[config.mk]
export PLATFORM = sky130hd
export DESIGN_NAME = pipe_ctrl
export DESIGN_NICKNAME = d
export VERILOG_FILES = /design/src/rtl/pipe_ctrl_pkg.sv /design/src/rtl/pipe_ctrl_fwd_unit.sv /design/src/rtl/pipe_ctrl.sv
export SDC_FILE = /design/constraint.sdc
export NUM_CORES = 1
export LEC_CHECK = 0
export BUFFER_PORTS_ARGS = -buffer_cell sky130_fd_sc_hd__clkbuf_2
export CAP_MARGIN = 10
export CORE_ASPECT_RATIO = 0.5
export CORE_MARGIN = 3
export CORE_UTILIZATION = 48
export DETAILED_ROUTE_END_ITERATION = 7
export PLACE_DENSITY = 0.85
export SYNTH_ARGS = -nofsm -noshare
export SYNTH_HDL_FRONTEND = slang
export SYNTH_SLANG_ARGS = --single-unit
[constraint.sdc]
create_clock -name Clk -period 3.2 [get_ports Clk]
set_input_delay 0.32 -clock Clk [delete_from_list [all_inputs] [get_ports Clk]]
set_output_delay 0.32 -clock Clk [all_outputs]
set_load 0.01 [all_outputs]
[src/rtl/pipe_ctrl_pkg.sv]
// rtl/pipe_ctrl_pkg.sv - shared pipeline constants, FSM states and forwarding select codes
package pipe_ctrl_pkg;

  localparam int REG_W = 5;

  typedef enum logic [1:0] {
    ST_INIT = 2'b00,
    ST_RUN  = 2'b01,
    ST_WAIT = 2'b10
  } state_e;

  typedef enum logic [1:0] {
    FWD_RF  = 2'b00,
    FWD_MEM = 2'b01,
    FWD_WB  = 2'b10
  } fwd_e;

endpackage

[src/rtl/pipe_ctrl_fwd_unit.sv]
// rtl/pipe_ctrl_fwd_unit.sv - operand forwarding select for one EX source register
module fwd_unit
  import pipe_ctrl_pkg::*;
(
  input  logic [REG_W-1:0] ex_rs,
  input  logic [REG_W-1:0] mem_rd,
  input  logic             mem_reg_write,
  input  logic [REG_W-1:0] wb_rd,
  input  logic             wb_reg_write,
  output logic [1:0]       fwd
);

  // MEM holds the younger result, so it is checked first
  always_comb begin
    fwd = FWD_RF;
    if (mem_reg_write && (mem_rd != '0) && (mem_rd == ex_rs)) begin
      fwd = FWD_MEM;
    end else if (wb_reg_write && (wb_rd != '0) && (wb_rd == ex_rs)) begin
      fwd = FWD_WB;
    end
  end

endmodule

[src/rtl/pipe_ctrl.sv]
// rtl/pipe_ctrl.sv - pipeline hazard controller: init flush, freeze, redirect, load-use, forwarding
module pipe_ctrl
  import pipe_ctrl_pkg::*;
#(
  parameter int INIT_CYCLES = 2,
  parameter int CNT_W       = 16
) (
  input  logic             Clk,
  input  logic             Rst_n,
  input  logic [REG_W-1:0] id_rs1,
  input  logic [REG_W-1:0] id_rs2,
  input  logic             id_use_rs1,
  input  logic             id_use_rs2,
  input  logic [REG_W-1:0] ex_rs1,
  input  logic [REG_W-1:0] ex_rs2,
  input  logic [REG_W-1:0] ex_rd,
  input  logic             ex_mem_read,
  input  logic [REG_W-1:0] mem_rd,
  input  logic [REG_W-1:0] wb_rd,
  input  logic             mem_reg_write,
  input  logic             wb_reg_write,
  input  logic             ex_redirect,
  input  logic             mem_busy,
  output logic             pc_we,
  output logic             if_id_we,
  output logic             if_id_flush,
  output logic             id_ex_we,
  output logic             id_ex_flush,
  output logic             ex_mem_we,
  output logic             ex_mem_flush,
  output logic             mem_wb_we,
  output logic             mem_wb_flush,
  output logic [1:0]       fwd_a,
  output logic [1:0]       fwd_b,
  output logic [1:0]       state,
  output logic [CNT_W-1:0] stall_cnt
);

  localparam int IW = (INIT_CYCLES < 2) ? 1 : $clog2(INIT_CYCLES + 1);

  state_e          state_q, state_d;
  logic [IW-1:0]   init_cnt_q, init_cnt_d;
  logic            load_use;

  assign load_use = ex_mem_read && (ex_rd != '0) &&
                    ((id_use_rs1 && (ex_rd == id_rs1)) || (id_use_rs2 && (ex_rd == id_rs2)));

  assign state = state_q;

  always_ff @(posedge Clk or negedge Rst_n) begin
    if (!Rst_n) begin
      state_q    <= ST_INIT;
      init_cnt_q <= IW'(INIT_CYCLES);
    end else begin
      state_q    <= state_d;
      init_cnt_q <= init_cnt_d;
    end
  end

  always_comb begin
    state_d      = state_q;
    init_cnt_d   = init_cnt_q;
    pc_we        = 1'b1;
    if_id_we     = 1'b1;
    if_id_flush  = 1'b0;
    id_ex_we     = 1'b1;
    id_ex_flush  = 1'b0;
    ex_mem_we    = 1'b1;
    ex_mem_flush = 1'b0;
    mem_wb_we    = 1'b1;
    mem_wb_flush = 1'b0;
    case (state_q)
      ST_INIT: begin
        pc_we        = 1'b0;
        if_id_flush  = 1'b1;
        id_ex_flush  = 1'b1;
        ex_mem_flush = 1'b1;
        mem_wb_flush = 1'b1;
        if (init_cnt_q <= IW'(1)) begin
          state_d = ST_RUN;
        end else begin
          init_cnt_d = init_cnt_q - IW'(1);
        end
      end
      default: begin
        // Freezing holds EX/ID, so a pending redirect or load-use is re-seen on release
        if (mem_busy) begin
          pc_we     = 1'b0;
          if_id_we  = 1'b0;
          id_ex_we  = 1'b0;
          ex_mem_we = 1'b0;
          mem_wb_we = 1'b0;
          state_d   = ST_WAIT;
        end else begin
          state_d = ST_RUN;
          if (ex_redirect) begin
            if_id_flush = 1'b1;
            id_ex_flush = 1'b1;
          end else if (load_use) begin
            pc_we       = 1'b0;
            if_id_we    = 1'b0;
            id_ex_flush = 1'b1;
          end
        end
      end
    endcase
  end

  always_ff @(posedge Clk or negedge Rst_n) begin
    if (!Rst_n) begin
      stall_cnt <= '0;
    end else if ((state_q != ST_INIT) && !pc_we && (stall_cnt != {CNT_W{1'b1}})) begin
      stall_cnt <= stall_cnt + CNT_W'(1);
    end
  end

  fwd_unit u_fwd_a (
    .ex_rs         (ex_rs1),
    .mem_rd        (mem_rd),
    .mem_reg_write (mem_reg_write),
    .wb_rd         (wb_rd),
    .wb_reg_write  (wb_reg_write),
    .fwd           (fwd_a)
  );

  fwd_unit u_fwd_b (
    .ex_rs         (ex_rs2),
    .mem_rd        (mem_rd),
    .mem_reg_write (mem_reg_write),
    .wb_rd         (wb_rd),
    .wb_reg_write  (wb_reg_write),
    .fwd           (fwd_b)
  );

endmodule

# Word-level counts from Yosys, hierarchy flattened
# Cells that the tools add are included.
totals:
  wordCells: 57
  regBits: 20
op_classes:
  n_lt_le_gt_ge: 1
  eq_ne: 8
  bitwise: 1
  n_reduce_logical: 20
  muxes: 22
  add_sub_neg: 2
ops:
  columns: ["op", "count"]
  rows:
  - ["5-bit equality test", 6]
  - ["16-bit by 1-bit adder with 16-bit output, second input constant", 1]
  - ["16-bit inequality test, second input constant", 1]
  - ["1-bit 2-to-1 mux", 15]
  - ["5-bit nonzero test", 3]
  - ["2-bit 2-to-1 mux", 7]
  - ["1-bit logical AND", 12]
  - ["2-bit by 1-bit <= comparator with 1-bit output, second input constant", 1]
  - ["2-bit logical NOT", 1]
  - ["2-bit inequality test, second input constant", 1]
  - ["2-bit AND reduction", 1]
  - ["2-bit nonzero test", 1]
  - ["2-bit by 1-bit subtractor with 2-bit output, second input constant", 1]
  - ["1-bit logical NOT", 1]
  - ["1-bit logical OR", 1]
  - ["1-bit inverter", 1]

# Depth between registers and ports, before layout
# Gate-level depths: netlist of run 1.
logic_depth:
  word_depth: 11
  ltp_mapped: 7
  mapped_depth_nobuf: 7

# Cells and area by module
# From an unflattened synthesis of run 1, not the netlist that was laid out.
unflattened:
  hier_cells: 159
  hier_area_um2: 1502.7
modules_own_cells:
  columns: ["module", "seq_area_each_um2", "cells_per_inst", "n_inst", "area_each_um2"]
  rows:
  - ["pipe_ctrl", 501.7, 119, 1, 1199.9]
  - ["fwd_unit", 0.0, 20, 2, 151.4]

# Least setup slack after synthesis of run 1
# No wires, ideal clock.
synth_path:
  kind: "input -> output"
  from: "input port mem_rd[0]"
  to: "output port fwd_a[1]"
  path_buffers: 0
  path_stages: 4
  required_ns: 2.880
  t_arrival_ns: 1.613
  slack_ns: 1.267
  path_cell_list: "or4_1 -> o21ai_0 -> nor4_1 -> nor4_1"
synth_between:
  elab_chain_cells: 4
synth_rtl:
  columns: ["item", "line_no", "source"]
  rows:
  - ["start: declaration", "pipe_ctrl.sv:18", "input logic [REG_W-1:0] mem_rd,"]
  - ["5-bit nonzero test", "pipe_ctrl_fwd_unit.sv:16", "if (mem_reg_write && (mem_rd != '0) && (mem_rd == ex_rs)) begin"]
  - ["1-bit logical AND", "pipe_ctrl_fwd_unit.sv:16", null]
  - ["1-bit logical AND *", "pipe_ctrl_fwd_unit.sv:16", null]
  - ["2-bit 2-to-1 mux *", "pipe_ctrl_fwd_unit.sv:16", null]
  - ["end: declaration", "pipe_ctrl.sv:33", "output logic [1:0] fwd_a,"]
# Mark *: on every way between the ends. The rest lies on a longest branch, timed or not.

# Worst setup path in the final report of run 1
layout_path:
  from: "input port mem_rd[0]"
  to: "output port fwd_b[1]"
layout_between:
  elab_chain_cells: 4
layout_rtl:
  columns: ["item", "line_no", "source"]
  rows:
  - ["5-bit nonzero test", "pipe_ctrl_fwd_unit.sv:16", null]
  - ["1-bit logical AND", "pipe_ctrl_fwd_unit.sv:16", null]
  - ["1-bit logical AND *", "pipe_ctrl_fwd_unit.sv:16", null]
  - ["2-bit 2-to-1 mux *", "pipe_ctrl_fwd_unit.sv:16", null]
  - ["end: declaration", "pipe_ctrl.sv:34", "output logic [1:0] fwd_b,"]
# Marks and branches as above.

==> impl_results.md, run 1 <==
* Worst Hold Class: primary input to asynchronous set/reset pin
* Clock transition at path regs at roughly 0.07 ns
* Global routing's busiest layer: met2
* Critical Path AT at 1.75 ns
* Post-DP HPWL at 2920 um
* Cell variety after synth at 29
* Required time worst endpoint at 2.88 ns
* Final period util at 0.648
* Synthesized flop and latch total at 20
* Min cycle time layout at 2.07 ns
* GPL Wtd Cong at 0.737
* Transition time of the tightest slew-check pin at 0.488 ns
* Pwr Total at between 0.0007 and 0.0008 W
* Antenna-violating nets left at 0
* Vias per cell at around 5.2
* Diode count at 0
* Initial Utilization at 0.559
* Longest Clk Path Bufs at 2
* Avg WL per Cell at 13.4 um
* Max-cap violations at 0
* Area growth from synthesis to layout at 32.7%
* # fillers at 190
* Achievable frequency at between 400 and 500 MHz
* Pwr/cell area at 429 nW/um2
* RSZ-0062 raised after global routing: false
* Die Area at 3560 um2
* Clock insertion delay at the later pin of the skew report at 0.25 ns
* Status: finished, final reports clean
* Reg2reg setup slack at 1.27 ns
* Gr usage total at 0.201
* Drt pass-1 iters at 4
* Worst vdd ir at 0.000458 V
* First-pass GRT wire length at 5550 um
* Critical R2R Capture: stall_cnt[1]$_DFFE_PN0P_
* Num ports at 75
* Mapped Nets at 189
* Final hold vios at 0
* GRT overflow at 0
* Slew Limit Fails at 0
* Total number of vias at 1318
* Std cell rows at 12
* Layout cell share with drive strength beyond 1 at 0.399
* CP Class: primary input to output port
* Share of the synthesized area in the top cell type at 0.348
* Yosys Warn Count at 0
* Origin of the worst setup path: mem_rd[0]
* Sink Count at 20
* Core area at 2450 um2
* Drt first-iter violations at 18
* Count of cells resized by post-cts repair at 0
* Chip Height at around 44 um
* Number of global-route vias before repair at between 1000 and 1500
* Initial antenna violation count at 0
* Critical-path maximum fanout at 3
* CTS Buf Count at 3
* Post-Syn Instances at 143
* Met1 Usage GRT at 0.216
* Post-Route WL at 3380 um
* Clock root buffer: clkbuf_8
* Leakage at 0.888 nW
* Seq/Total Area, Yosys at 0.367
* Post-CTS Hold Buffers at 0
* Setup crit start kind: primary input
* Slew HR at 0.675
* Setup_tns at 0 ns
* Syn Std Cell Area at 1370 um2
* Htree depth at 1
* Largest net degree at the start of global routing at 21
* Chip width at 81.5 um
* M2 GR Usage at 0.405
* Port buffer count at 74
* Synth area leader: dfrtp_1
* R2R cell count at 6
* DRC errors left at 0
* Final setup fails at 0
* Largest cells by area after synthesis: dfrtp_1 35%, xnor2_1 17%, xor2_1 12%, nand4_1 4.1%, nand2_1 3.3%
* Met3 Use GR at 0.0498
* Setup Buffers After CTS at 0
* TritonCTS clock tree: done
* Mean post-synth cell area at 9.56 um2
* Nets@finish at 265
* Worst Setup End Kind: output port
* Setup Skew at a little over 0.0008 ns
* Reg2Reg Launch Point: stall_cnt[3]$_DFFE_PN0P_
-- stage by stage --
step,worst slack [ns],hold slack (ns),util,cells,cell area [um2]
2_1_floorplan,1.27,0.0244,-,143,1370
3_3_place_gp,1.18,0.298,0.719,249,1760
3_5_place_dp,1.13,0.302,0.719,249,1760
4_1_cts,1.13,0.0269,0.741,253,1810
5_1_grt,0.929,0.0492,0.741,253,1810
6_report,1.13,0.0144,0.741,253,1810
-- synthesized netlist by cell type --
cell type,n
nor3_1,5
buf_4,3
or4_1,5
nand4_1,9
nand2_1,12
o21ai_1,1
o22ai_2,1
a21oi_4,1
xnor2_1,26
o21ai_0,3
nand2b_1,2
nand3_1,4
dfstp_2,1
mux2_1,1
dfrtp_1,19
mux2_2,1
inv_1,5
mux2_4,1
ha_1,2
nand4b_1,1
or4_4,1
nor4_1,4
and3_1,3
nor2_1,7
a21oi_1,3
xor2_1,18
or2_2,1
nor2_2,2
o21a_1,1
-- state kept, by name, indices dropped and copies added (netlist names) --
register and flops:
init_cnt_q 2, state 2, stall_cnt 16
-- layer usage --
metal,wire length [um],share of wire
met5,0,0
met4,23,0.0068
met3,273,0.081
met2,1780,0.53
met1,1310,0.39
-- kinds of logic after synthesis --
family,synth area share
mux,0.0274
xor+xnor,0.282
simple gates,0.223
fa+ha+maj,0.0183
flops,0.367
buf+inv,0.0302
compound gates,0.0521
-- cells in the final DEF, fill, tap and decap left out, types with 5 or more instances in the layout --
| master | Yosys | layout |
|---|---|---|
| nor2_1 | 7 | 7 |
| inv_1 | 5 | 5 |
| xnor2_1 | 26 | 26 |
| clkbuf_2 | 0 | 74 |
| nand4_1 | 9 | 9 |
| or4_1 | 5 | 5 |
| nor3_1 | 5 | 5 |
| xor2_1 | 18 | 18 |
| nand2_1 | 12 | 12 |
| dfrtp_1 | 19 | 19 |
-- worst max-delay path by stage --
| stage | to | cells past startpoint |
|---|---|---|
| floorplan | fwd_a[1] | 4 |
| global placement | fwd_a[1] | 6 |
| detailed placement | fwd_a[1] | 6 |
| CTS | fwd_a[1] | 6 |
| global route | fwd_b[1] | 6 |
| finish | fwd_b[1] | 6 |
-- worst max-delay path, stage by stage --
cell and delay, ns:
clkbuf_2 0.11, or4_1 0.51, o21ai_0 0.22, nor4_1 0.11
nor4_1 0.31, clkbuf_2 0.18
-- report_power, final --
part | switching [W] | internal (W)
Combinational | 0.000130 | 0.000117
Clock | 0.0000771 | 0.000109
Sequential | 0.0000511 | 0.000293
Total | 0.000258 | 0.000519
-- final cells by class --
type	count	area, um2	share of cell area
inverter	5	18.8	0.0103
timing repair buffer	74	370	0.204
sequential	20	502	0.277
tap	35	43.8	0.0241
clock buffer	4	55.1	0.0303
multi-input combinational	115	825	0.454
Note: power is estimated with default switching activity, not from simulation.
==> run 2: changes to the inputs <==
--- a/config.mk
+++ b/config.mk
@@ -9,9 +9,9 @@
 export CAP_MARGIN = 10
 export CORE_ASPECT_RATIO = 0.5
 export CORE_MARGIN = 3
-export CORE_UTILIZATION = 48
+export CORE_UTILIZATION = 40
 export DETAILED_ROUTE_END_ITERATION = 7
-export PLACE_DENSITY = 0.85
+export PLACE_DENSITY = 0.76
 export SYNTH_ARGS = -nofsm -noshare
 export SYNTH_HDL_FRONTEND = slang
 export SYNTH_SLANG_ARGS = --single-unit
==> constraint.sdc (replaced) <==
create_clock -name Clk -period 1.7 [get_ports Clk]
set_input_delay 0.17 -clock Clk [delete_from_list [all_inputs] [get_ports Clk]]
set_output_delay 0.17 -clock Clk [all_outputs]
set_load 0.01 [all_outputs]
==> run 2 against run 1 <==
  * The flow now finishes with violations (setup timing)
  * Worst hold slack gained 0.28 ns
  * Utilization shrank 5.1 points
  * Count of clock-buffer cells in the layout shrank 1
  * Largest power group is now combinational logic
  * Highest routed layer unchanged
==> impl_results.md, run 2 (same netlist as run 1, synthesis figures left out) <==
* GPL Wtd Cong at 0.772 (was 0.737)
* Final period util at 1.02
* Fin worst setup slack at -0.0290 ns (was 1.13 ns)
* Commonest cells after routing, fill and taps aside: 69 x clkbuf_2, 28 x buf_4, 26 x xnor2_1 (was 74 x clkbuf_2, 26 x xnor2_1, 19 x dfrtp_1)
* Final hold vios at 0 (unchanged)
* Largest net degree at the start of global routing at 21 (unchanged)
* Setup Skew at 0.00356 ns (was 0.000820 ns)
* Worst Hold Class: primary input to flip-flop (was primary input to asynchronous set/reset pin)
* Std cell rows at 14 (was 12)
* Number of global-route vias before repair at 1440 (was 1284)
* Status: finished, violations left (was finished, final reports clean)
* Gr usage total at 0.186 (was 0.201)
* Worst Setup End Kind: flip-flop (was output port)
* Port buffer count at 74 (unchanged)
* Chip width at 88.7 um (was 81.5 um)
* Drt first-iter violations at 46 (was 18)
* Num ports at 75 (unchanged)
* Initial Utilization at 0.436 (was 0.559)
* Switching Share at 0.314 (was 0.332)
* Power Internal at 0.00123 W (was 0.000519 W)
* R2R cell count at 7 (was 6)
* Setup crit start kind: flip-flop (was primary input)
* Vias per cell at 4.91 (was 5.21)
* Nets@finish at 294 (was 265)
* Area growth from synthesis to layout at 58.3% (was 32.7%)
* Critical-path maximum fanout at 3 (unchanged)
* Slew Limit Fails at 0 (unchanged)
* Drt pass-1 iters at 4 (unchanged)
* Max FFs per register at 16 (unchanged)
* Core area at 3140 um2 (was 2450 um2)
* TritonCTS clock tree: done (unchanged)
* Transition time of the tightest slew-check pin at 0.503 ns (was 0.488 ns)
* Sequential fraction of design power at 0.337 (was 0.442)
* Post-Route WL at 3850 um (was 3380 um)
* Antenna-violating nets left at 0 (unchanged)
* Critical Path AT at 1.92 ns (was 1.75 ns)
* Avg WL per Cell at 13.4 um (about the same)
* Post-DP HPWL at 3060 um (was 2920 um)
* Clock transition at path regs at 0.08 ns (was 0.07 ns)
* Required time worst endpoint at 1.89 ns (was 2.88 ns)
* Clock network fraction of design power at 0.266 (was 0.240)
* CTS Buf Count at 3 (unchanged)
* Pwr Total at 0.00179 W (was 0.000778 W)
* GRT overflow at 0 (unchanged)
* DRC errors left at 0 (unchanged)
* P_sw at 0.000563 W (was 0.000258 W)
* Max-cap violations at 0 (unchanged)
* Comb power frac at 0.396 (was 0.318)
* Largest register by flop count: stall_cnt (unchanged)
* Worst hold path cell count at 3
* Setup_tns at -0.0290 ns (was 0 ns)
* Diode count at 0 (unchanged)
* Total number of vias at 1409 (was 1318)
* Longest Clk Path Bufs at 2 (unchanged)
* Most common cell after layout, fill and taps aside: clkbuf_2 (unchanged)
* Chip Height at 47.3 um (was 43.7 um)
* Achievable frequency at just under 600 MHz
* Min cycle time layout at about 1.7 ns
* Pwr/cell area at 827 nW/um2 (was 429 nW/um2)
* Layout cell share with drive strength beyond 1 at 0.530 (was 0.399)
* Failing checks: setup timing
* First-pass GRT wire length at 5990 um (was 5550 um)
* Sink Count at 20 (unchanged)
* Htree depth at 1 (unchanged)
* Clock insertion delay at the later pin of the skew report at 0.26 ns (was 0.25 ns)
* Slew HR at 0.665 (was 0.675)
* Final setup fails at 1 (was 0)
* Initial antenna violation count at 0 (unchanged)
* Worst vdd ir at 0.000395 V (was 0.000458 V)
* RSZ-0062 raised after global routing: true (was false)
* Leakage at 1.05 nW (was 0.888 nW)
* CP Class: flip-flop to flip-flop (was primary input to output port)
* Clock root buffer: clkbuf_8 (unchanged)
* Die Area at 4200 um2 (was 3560 um2)
run 2: changes by cell type in the layout (fill, tap and decap cells not counted), sizes merged:
cell / delta
dlygate4sd3: +1
bufinv: +1
clkbuf: -5
buf: +32
run 2: final timing paths:
kind / slack (ns) / end / from
hold / removal: 0.29 / state[1]$_DFFE_PN0N_ / mem_busy
min in group asynchronous: 0.42 / stall_cnt[15]$_DFFE_PN0P_ / Rst_n
max in group asynchronous: 0.92 / stall_cnt[6]$_DFFE_PN0P_ / Rst_n
setup / recovery: -0.03 / stall_cnt[8]$_DFFE_PN0P_ / stall_cnt[6]$_DFFE_PN0P_
setup reg to reg: -0.03 / stall_cnt[8]$_DFFE_PN0P_ / stall_cnt[6]$_DFFE_PN0P_
hold reg to reg: 0.48 / init_cnt_q[1]$_DFFE_PN1P_ / init_cnt_q[1]$_DFFE_PN1P_
run 2: worst max-delay path, stage by stage, from the launching register on:
cell and delay, ns:
dfrtp_2 0.41, and3_4 0.18, nand4_1 0.11, or2_4 0.16, o21ai_4 0.07, or4_4 0.46
nor2_4 0.10, xor2_1 0.15
run 2: power groups by stage:
| stage | Sequential, W | Clock [W] | Combinational [W] |
|---|---|---|---|
| floorplan | 0.000684 | 0 | 0.000227 |
| global placement | 0.000599 | 0 | 0.000659 |
| detailed placement | 0.000607 | 0 | 0.000680 |
| CTS | 0.000598 | 0.000484 | 0.000699 |
| global route | 0.000612 | 0.000517 | 0.000785 |
| finish | 0.000604 | 0.000477 | 0.000710 |
run 2: area by class of cell:
class | count | area [um2]
Inverter | 5 | 18.8
Tap cell | 40 | 50.0
Sequential cell | 20 | 505
Timing Repair Buffer | 103 | 606
Clock inverter | 1 | 30.0
Clock buffer | 3 | 41.3
Multi-Input combinational cell | 115 | 913
Fill cell | 218 | 971
run 2: through the flow:
stage / std cells / utilization / worst slack, ns / hold slack (ns) / area (um2)
final: 287 / 0.690 / -0.0290 / 0.292 / 2160
after global routing: 287 / 0.690 / -0.105 / 0.317 / 2160
after CTS: 284 / 0.668 / -0.0203 / 0.239 / 2090
after detailed placement: 278 / 0.626 / -0.192 / 0.160 / 1960
after global placement: 278 / 0.626 / -0.119 / 0.150 / 1960
after floorplan: 143 / - / -0.0308 / -0.126 / 1390
run 2: layer usage:
metal / up-vias / wire, um / global-route usage
li1: 700 / - / -
met1: 649 / 1530 / 0.195
met2: 53 / 2000 / 0.382
met3: 7 / 271 / 0.0403
met4: 0 / 54 / 0.0572
met5: - / 0 / 0
run 2: timing repair:
item / 4_1_cts / 5_1_grt
pin swaps: 4 / 8
hold buffers: 1 / 0
buffers inserted: 2 / 3
setup endpoints to repair: 7 / 10
resized for setup: 8 / 15
endpoints found under the hold margin: 19 / 0
